File: src/rtl/bank_pkg.sv
// Shared defaults and beat types for the bank xbar return path.
package bank_pkg;

    localparam int unsigned CH_NUM_DEF = 4;
    localparam int unsigned ROB_W_DEF  = 3;
    localparam int unsigned DATA_W_DEF = 128;
    localparam int unsigned CH_W_DEF   = (CH_NUM_DEF > 1) ? $clog2(CH_NUM_DEF) : 1;

    typedef logic [CH_W_DEF-1:0] ch_id_t;

    typedef struct packed {
        ch_id_t                 channel_id;
        logic [ROB_W_DEF-1:0]   rob_num;
        logic [DATA_W_DEF-1:0]  data;
    } rsp_beat_t;

endpackage

File: src/rtl/bank_xbar_rtn_fifo.sv
// Single-channel synchronous FIFO with registered storage; head data reads as 0 while empty.
module bank_xbar_rtn_fifo
    import bank_pkg::*;
#(
    parameter int unsigned DEPTH = 4,
    parameter int unsigned WIDTH = 8,
    parameter int unsigned CNT_W = $clog2(DEPTH) + 1
) (
    input  logic             clk_i,
    input  logic             rst_ni,
    input  logic             push_i,
    input  logic [WIDTH-1:0] wdata_i,
    input  logic             pop_i,
    output logic [WIDTH-1:0] rdata_o,
    output logic [CNT_W-1:0] cnt_o,
    output logic             empty_o,
    output logic             full_o
);

    localparam int unsigned PtrW = $clog2(DEPTH);

    logic [WIDTH-1:0] mem_q [DEPTH];
    logic [PtrW-1:0]  wr_ptr_q, rd_ptr_q;
    logic [CNT_W-1:0] cnt_q;
    logic             do_push, do_pop;

    assign empty_o = (cnt_q == '0);
    assign full_o  = (cnt_q == CNT_W'(DEPTH));
    assign do_push = push_i && !full_o;
    assign do_pop  = pop_i && !empty_o;
    assign cnt_o   = cnt_q;
    assign rdata_o = empty_o ? '0 : mem_q[rd_ptr_q];

    always_ff @(posedge clk_i or negedge rst_ni) begin
        if (!rst_ni) begin
            wr_ptr_q <= '0;
            rd_ptr_q <= '0;
            cnt_q    <= '0;
        end else begin
            if (do_push) wr_ptr_q <= wr_ptr_q + 1'b1;
            if (do_pop)  rd_ptr_q <= rd_ptr_q + 1'b1;
            if (do_push && !do_pop) begin
                cnt_q <= cnt_q + CNT_W'(1);
            end else if (!do_push && do_pop) begin
                cnt_q <= cnt_q - CNT_W'(1);
            end
        end
    end

    // Storage needs no reset: the empty gate masks stale contents.
    always_ff @(posedge clk_i) begin
        if (do_push) mem_q[wr_ptr_q] <= wdata_i;
    end

endmodule

File: src/rtl/bank_xbar_rtn_queue.sv
// Return-path demux into per-channel FIFOs with ROB sequence checking.
// Optional input throttle enabled by defining BANK_XBAR_RTN_THROTTLE_EN.
module bank_xbar_rtn_queue
    import bank_pkg::*;
#(
    parameter int unsigned CH_NUM          = CH_NUM_DEF,
    parameter int unsigned CH_W            = (CH_NUM > 1) ? $clog2(CH_NUM) : 1,
    parameter int unsigned ROB_W           = ROB_W_DEF,
    parameter int unsigned DATA_W          = DATA_W_DEF,
    parameter int unsigned DEPTH           = 4,
    parameter int unsigned CNT_W           = $clog2(DEPTH) + 1,
    parameter int unsigned THROTTLE_PERIOD = 3
) (
    input  logic                     clk_i,
    input  logic                     rst_ni,
    input  logic                     in_valid_i,
    output logic                     in_ready_o,
    input  logic [CH_W-1:0]          in_channel_id_i,
    input  logic [ROB_W-1:0]         in_rob_num_i,
    input  logic [DATA_W-1:0]        in_data_i,
    output logic [CH_NUM-1:0]        out_valid_o,
    input  logic [CH_NUM-1:0]        out_ready_i,
    output logic [CH_NUM*ROB_W-1:0]  out_rob_num_o,
    output logic [CH_NUM*DATA_W-1:0] out_data_o,
    output logic [CH_NUM*CNT_W-1:0]  ch_cnt_o,
    output logic [CH_NUM-1:0]        rob_err_o,
    output logic                     illegal_ch_o
);

    localparam bit AllIdsLegal = (CH_NUM == (1 << CH_W));

    logic              ch_legal;
    logic [CH_NUM-1:0] ch_sel;
    logic [CH_NUM-1:0] ch_full;
    logic              thr_ok;
    logic              push_en;
    logic              illegal_q;

    if (AllIdsLegal) begin : g_all_legal
        assign ch_legal = 1'b1;
    end else begin : g_range_check
        assign ch_legal = (32'(in_channel_id_i) < CH_NUM);
    end

`ifdef BANK_XBAR_RTN_THROTTLE_EN
    localparam int unsigned ThrW = (THROTTLE_PERIOD > 1) ? $clog2(THROTTLE_PERIOD) : 1;

    logic [ThrW-1:0] thr_cnt_q, thr_cnt_d;

    assign thr_ok = (thr_cnt_q == ThrW'(THROTTLE_PERIOD - 1));

    always_comb begin
        thr_cnt_d = thr_cnt_q;
        if (in_valid_i || (thr_cnt_q != '0)) begin
            thr_cnt_d = thr_ok ? '0 : thr_cnt_q + 1'b1;
        end
    end

    always_ff @(posedge clk_i or negedge rst_ni) begin
        if (!rst_ni) thr_cnt_q <= '0;
        else         thr_cnt_q <= thr_cnt_d;
    end
`else
    // Without the throttle every cycle is an acceptance slot.
    assign thr_ok = (THROTTLE_PERIOD > 0);
`endif

    // Illegal ids select no channel, so they are always ready and simply dropped.
    assign in_ready_o = !(|(ch_full & ch_sel)) && thr_ok;
    assign push_en    = in_valid_i && in_ready_o;

    always_ff @(posedge clk_i or negedge rst_ni) begin
        if (!rst_ni)                   illegal_q <= 1'b0;
        else if (push_en && !ch_legal) illegal_q <= 1'b1;
    end
    assign illegal_ch_o = illegal_q;

    for (genvar c = 0; c < CH_NUM; c++) begin : g_ch
        logic [ROB_W+DATA_W-1:0] rdata;
        logic [CNT_W-1:0]        cnt;
        logic                    empty;
        logic [ROB_W-1:0]        exp_rob_q;
        logic                    err_q;

        assign ch_sel[c] = ch_legal && (32'(in_channel_id_i) == c);

        bank_xbar_rtn_fifo #(
            .DEPTH (DEPTH),
            .WIDTH (ROB_W + DATA_W),
            .CNT_W (CNT_W)
        ) u_fifo (
            .clk_i   (clk_i),
            .rst_ni  (rst_ni),
            .push_i  (push_en && ch_sel[c]),
            .wdata_i ({in_rob_num_i, in_data_i}),
            .pop_i   (out_ready_i[c]),
            .rdata_o (rdata),
            .cnt_o   (cnt),
            .empty_o (empty),
            .full_o  (ch_full[c])
        );

        // A mismatch resynchronises to the received rob so later beats check cleanly.
        always_ff @(posedge clk_i or negedge rst_ni) begin
            if (!rst_ni) begin
                exp_rob_q <= '0;
                err_q     <= 1'b0;
            end else if (push_en && ch_sel[c]) begin
                exp_rob_q <= in_rob_num_i + 1'b1;
                if (in_rob_num_i != exp_rob_q) err_q <= 1'b1;
            end
        end

        assign out_valid_o[c]                  = !empty;
        assign out_rob_num_o[c*ROB_W +: ROB_W] = rdata[DATA_W +: ROB_W];
        assign out_data_o[c*DATA_W +: DATA_W]  = rdata[DATA_W-1:0];
        assign ch_cnt_o[c*CNT_W +: CNT_W]      = cnt;
        assign rob_err_o[c]                    = err_q;
    end

endmodule

File: config.mk
export PLATFORM = sky130hd
export DESIGN_NAME = bank_xbar_rtn_queue
export DESIGN_NICKNAME = d
export VERILOG_FILES = /design/src/rtl/bank_pkg.sv /design/src/rtl/bank_xbar_rtn_fifo.sv /design/src/rtl/bank_xbar_rtn_queue.sv
export SDC_FILE = /design/constraint.sdc
export NUM_CORES = 2
export LEC_CHECK = 0
export CAP_MARGIN = 10
export CORE_UTILIZATION = 40
export DETAILED_ROUTE_END_ITERATION = 7
export HOLD_SLACK_MARGIN = 0.06
export SLEW_MARGIN = 25
export SYNTH_ARGS = -nofsm -noshare
export SYNTH_HDL_FRONTEND = slang
export SYNTH_SLANG_ARGS = --single-unit
File: constraint.sdc
create_clock -name clk_i -period 5.3 [get_ports clk_i]
set_clock_uncertainty 0.2 [all_clocks]
set_input_delay 0.795 -clock clk_i [delete_from_list [all_inputs] [get_ports clk_i]]
set_output_delay 0.795 -clock clk_i [all_outputs]
set_load 0.05 [all_outputs]
==> impl_metrics.csv <==
group,metric,value,unit
pwr,pwr-share-seq,0.322,
grt,grt-ovfl-total,0,
timing,finalCritPeriodShare,0.931,
routing,dr_total_vias,38600,
setup_path,required,4.30,ns
pwr,powerDensity,641,mW/mm^2
pwr,max-vdd-ir-drop,0.000564,V
clock_tree,cts-root-buf,"clkbuf_16",
finish,drive_above_1_share,0.219,
routing,drc,0,
placed_design,port_buffers,684,
pwr,power_switching,25.4,mW
synth,syn_area,0.0815,sq mm
grt,grt_pass1_vias,40100,
placed_design,preCtsSetupSlack,1.14,ns
synth,ys_seq_area_frac,0.786,
timing,tightest_slew,1.05,ns
clock_tree,clk_pin_slew_worst_paths,0.06,ns
setup_path,crit_fanout,63,
synth,syn_inst,3534,
placed_design,place_hpwl,129000,microns
routing,drt_first_pass_iters,5,
die,dieArea,0.206,sq mm
grt,grt_start_max_net_pins,88,
run_status,status,"complete, no violations",
synth,synth-seq-cells,2140,
clock_tree,htree_num_levels,4,
timing,finalSetupTns,0,ns
grt,grt_usage,0.204,
routing,drtIter0Drc,3255,
synth,yosysTopAreaCell,"edfxtp_1",
placed_design,dp_cells,6825,
timing,fin_crit,4.93,ns
timing,max_freq,0.203,GHz
timing,slew_violations,0,
die,die_w,453,microns
grt,grt_pass1_wl,298000,microns
finish,syn2layout_area_growth,21.7,%
finish,stdcell_count,7231,
synth,synth.distinct_cells,29,
synth,yosys_warnings,0,
routing,viasPerCell,5.33,
pwr,clockPowerShare,0.231,
routing,routedWlPerCell,29.1,microns
setup_path,crit_arrival,3.94,ns
die,core_area,0.202,sq mm
clock_tree,clock-sinks,2140,
run,drv_cap,0,
pwr,p_sw_frac,0.399,
clock_tree,ctsLongestPathBuffers,3,
timing,rsz0062_at_grt,"false",
grt,antenna_found_initial,10,
timing,fin_ws,0.368,ns
routing,routed_wl,210000,microns
clock_tree,ctsResizeCount,0,
finish,finalNetCount,4534,
setup_path,critPathKind,"reg -> out",
clock_tree,clk_latency,0.86,ns
die,io_pins,686,
timing,timing.hold.ws,0.276,ns
pwr,power,63.6,mW
pwr,power_frac_comb,0.447,
setup_path,cp-start-kind,"flop",
die,start_util,0.403,
timing,hold_viol,0,
min_path,hold_class,"reg -> reg",
pwr,internal_power,38.2,mW
clock_tree,cts_tree,"built",
die,rows,165,
timing,max_slew_margin,0.299,
timing,setup_violations,0,
clock_tree,cts_buffers,213,
synth,synth_top_area_share,0.772,
synth,synth_area_leaders,"edfxtp_1 (77%), mux4_2 (14%), and2_1 (4.1%)",
synth,syn_avg_cell_area,23.1,sq um
pwr,p_leak,31.4,nW
setup_path,cp-end-kind,"output pin",
die,die_h,453,microns
placed_design,gp_congestion,0.755,
synth,synth_nets,3699,
routing,ant_nets,0,
[cell usage in the layout, fill, tap and decap left out, types with 14 or more instances in the layout]
master	synthesis	routed
mux4_2	524	524
clkbuf_16	0	216
mux2_2	14	14
ha_1	21	21
buf_12	0	58
clkbuf_1	81	51
dfrtp_1	44	36
clkinv_1	0	48
xnor2_1	28	28
clkinv_2	0	38
and2_1	540	524
edfxtp_1	2096	2096
and2_4	0	16
buf_4	6	70
inv_1	17	17
clkdlybuf4s50_1	0	683
[worst max-delay path, stage by stage, from the launching register on]
cell,delay [ns]
dfrtp_1,0.48
or3_4,0.80
buf_4,0.60
and2_1,0.25
clkdlybuf4s50_1,0.84
[power by group through the flow]
stage / clock network, mW / registers [mW] / logic (mW)
6_report: 14.7 / 20.5 / 28.4
5_1_grt: 15.6 / 20.6 / 29.7
4_1_cts: 15.0 / 20.6 / 28.9
3_5_place_dp: 0 / 20.9 / 28.8
3_3_place_gp: 0 / 20.9 / 28.8
2_1_floorplan: 0 / 20.6 / 18.7
[Yosys cell counts]
cell type / n
a2111oi_2: 1
a211oi_1: 1
a21o_1: 4
a21oi_1: 1
and2_1: 540
and4b_4: 1
buf_2: 68
buf_4: 6
buf_6: 36
clkbuf_1: 81
clkbuf_8: 1
conb_1: 1
dfrtp_1: 44
edfxtp_1: 2096
fa_1: 4
ha_1: 21
inv_1: 17
mux2_2: 14
mux2_4: 2
mux2i_1: 4
mux4_1: 1
mux4_2: 524
nand2_1: 8
nand3_1: 9
nor2_1: 7
or3_1: 4
or3b_1: 1
xnor2_1: 28
xor2_1: 9
[final cells by class]
| type | count | area (sq um) |
|---|---|---|
| repair buffers | 812 | 8530 |
| multi-input cells | 1185 | 16400 |
| fillers | 16400 | 103000 |
| well taps | 2672 | 3340 |
| inverters | 17 | 63.8 |
| flip-flops and latches | 2140 | 64100 |
| clock inverters | 123 | 1070 |
| diodes | 5 | 12.5 |
| clock buffers | 277 | 5730 |
[kinds of logic after synthesis]
family / count (synthesis) / synth area share
DFF: 2140 / 0.786
and+or+nand+nor: 570 / 0.0433
muxes: 545 / 0.148
buffers and inverters: 209 / 0.0144
xor gates and xnor gates: 37 / 0.00398
adders and majority gates: 25 / 0.00421
AOI/OAI and AO/OA: 7 / 0.000706
other: 1 / 0.0000460
[stage by stage]
| stage | instance area (sq um) | utilization |
|---|---|---|
| 2_1_floorplan | 81500 | - |
| 3_5_place_dp | 92400 | 0.457 |
| 3_3_place_gp | 92400 | 0.457 |
| 6_report | 99200 | 0.490 |
| 5_1_grt | 99200 | 0.490 |
| 4_1_cts | 99200 | 0.490 |
[worst paths after layout]
path | startpoint | end | cells past startpoint | slack (ns)
max | g_ch[2].u_fifo.cnt_o[0]$_DFFE_PN0P_ | out_data_o[325] | 4 | 0.37
min | g_ch[2].err_q$_DFFE_PN0P_ | g_ch[2].err_q$_DFFE_PN0P_ | 1 | 0.28
max reg2reg | g_ch[3].u_fifo.cnt_o[0]$_DFFE_PN0P_ | g_ch[3].u_fifo.mem_q[0][105]$_DFFE_PP_ | 4 | 2.22
min reg2reg | g_ch[2].err_q$_DFFE_PN0P_ | g_ch[2].err_q$_DFFE_PN0P_ | 1 | 0.28
max in group asynchronous | rst_ni | g_ch[3].u_fifo.rd_ptr_q[1]$_DFFE_PN0P_ | 2 | 4.10
min in group asynchronous | rst_ni | g_ch[0].u_fifo.cnt_o[2]$_DFFE_PN0P_ | 2 | 0.30
[what timing repair did]
item | in CTS | in global routing
hold buffers | 1 | 0
setup buffers | 0 | 0
hold endpoints to repair | 44 | 0
[state kept, by name, indices dropped and copies added, names as in the netlist]
name	count
g_ch.u_fifo.mem_q	2096
g_ch.exp_rob_q	12
g_ch.u_fifo.cnt_o	12
g_ch.u_fifo.rd_ptr_q	8
g_ch.u_fifo.wr_ptr_q	8
g_ch.err_q	4
[routing by layer]
| metal | share of wire | global-route usage | up-vias |
|---|---|---|---|
| met5 | 0.00021 | 0 | - |
| met4 | 0.024 | 0.0566 | 6 |
| met3 | 0.068 | 0.0474 | 268 |
| met2 | 0.50 | 0.338 | 1267 |
| met1 | 0.41 | 0.271 | 20900 |
| li1 | - | - | 16100 |
No activity file was read; power rests on OpenSTA's default activity.
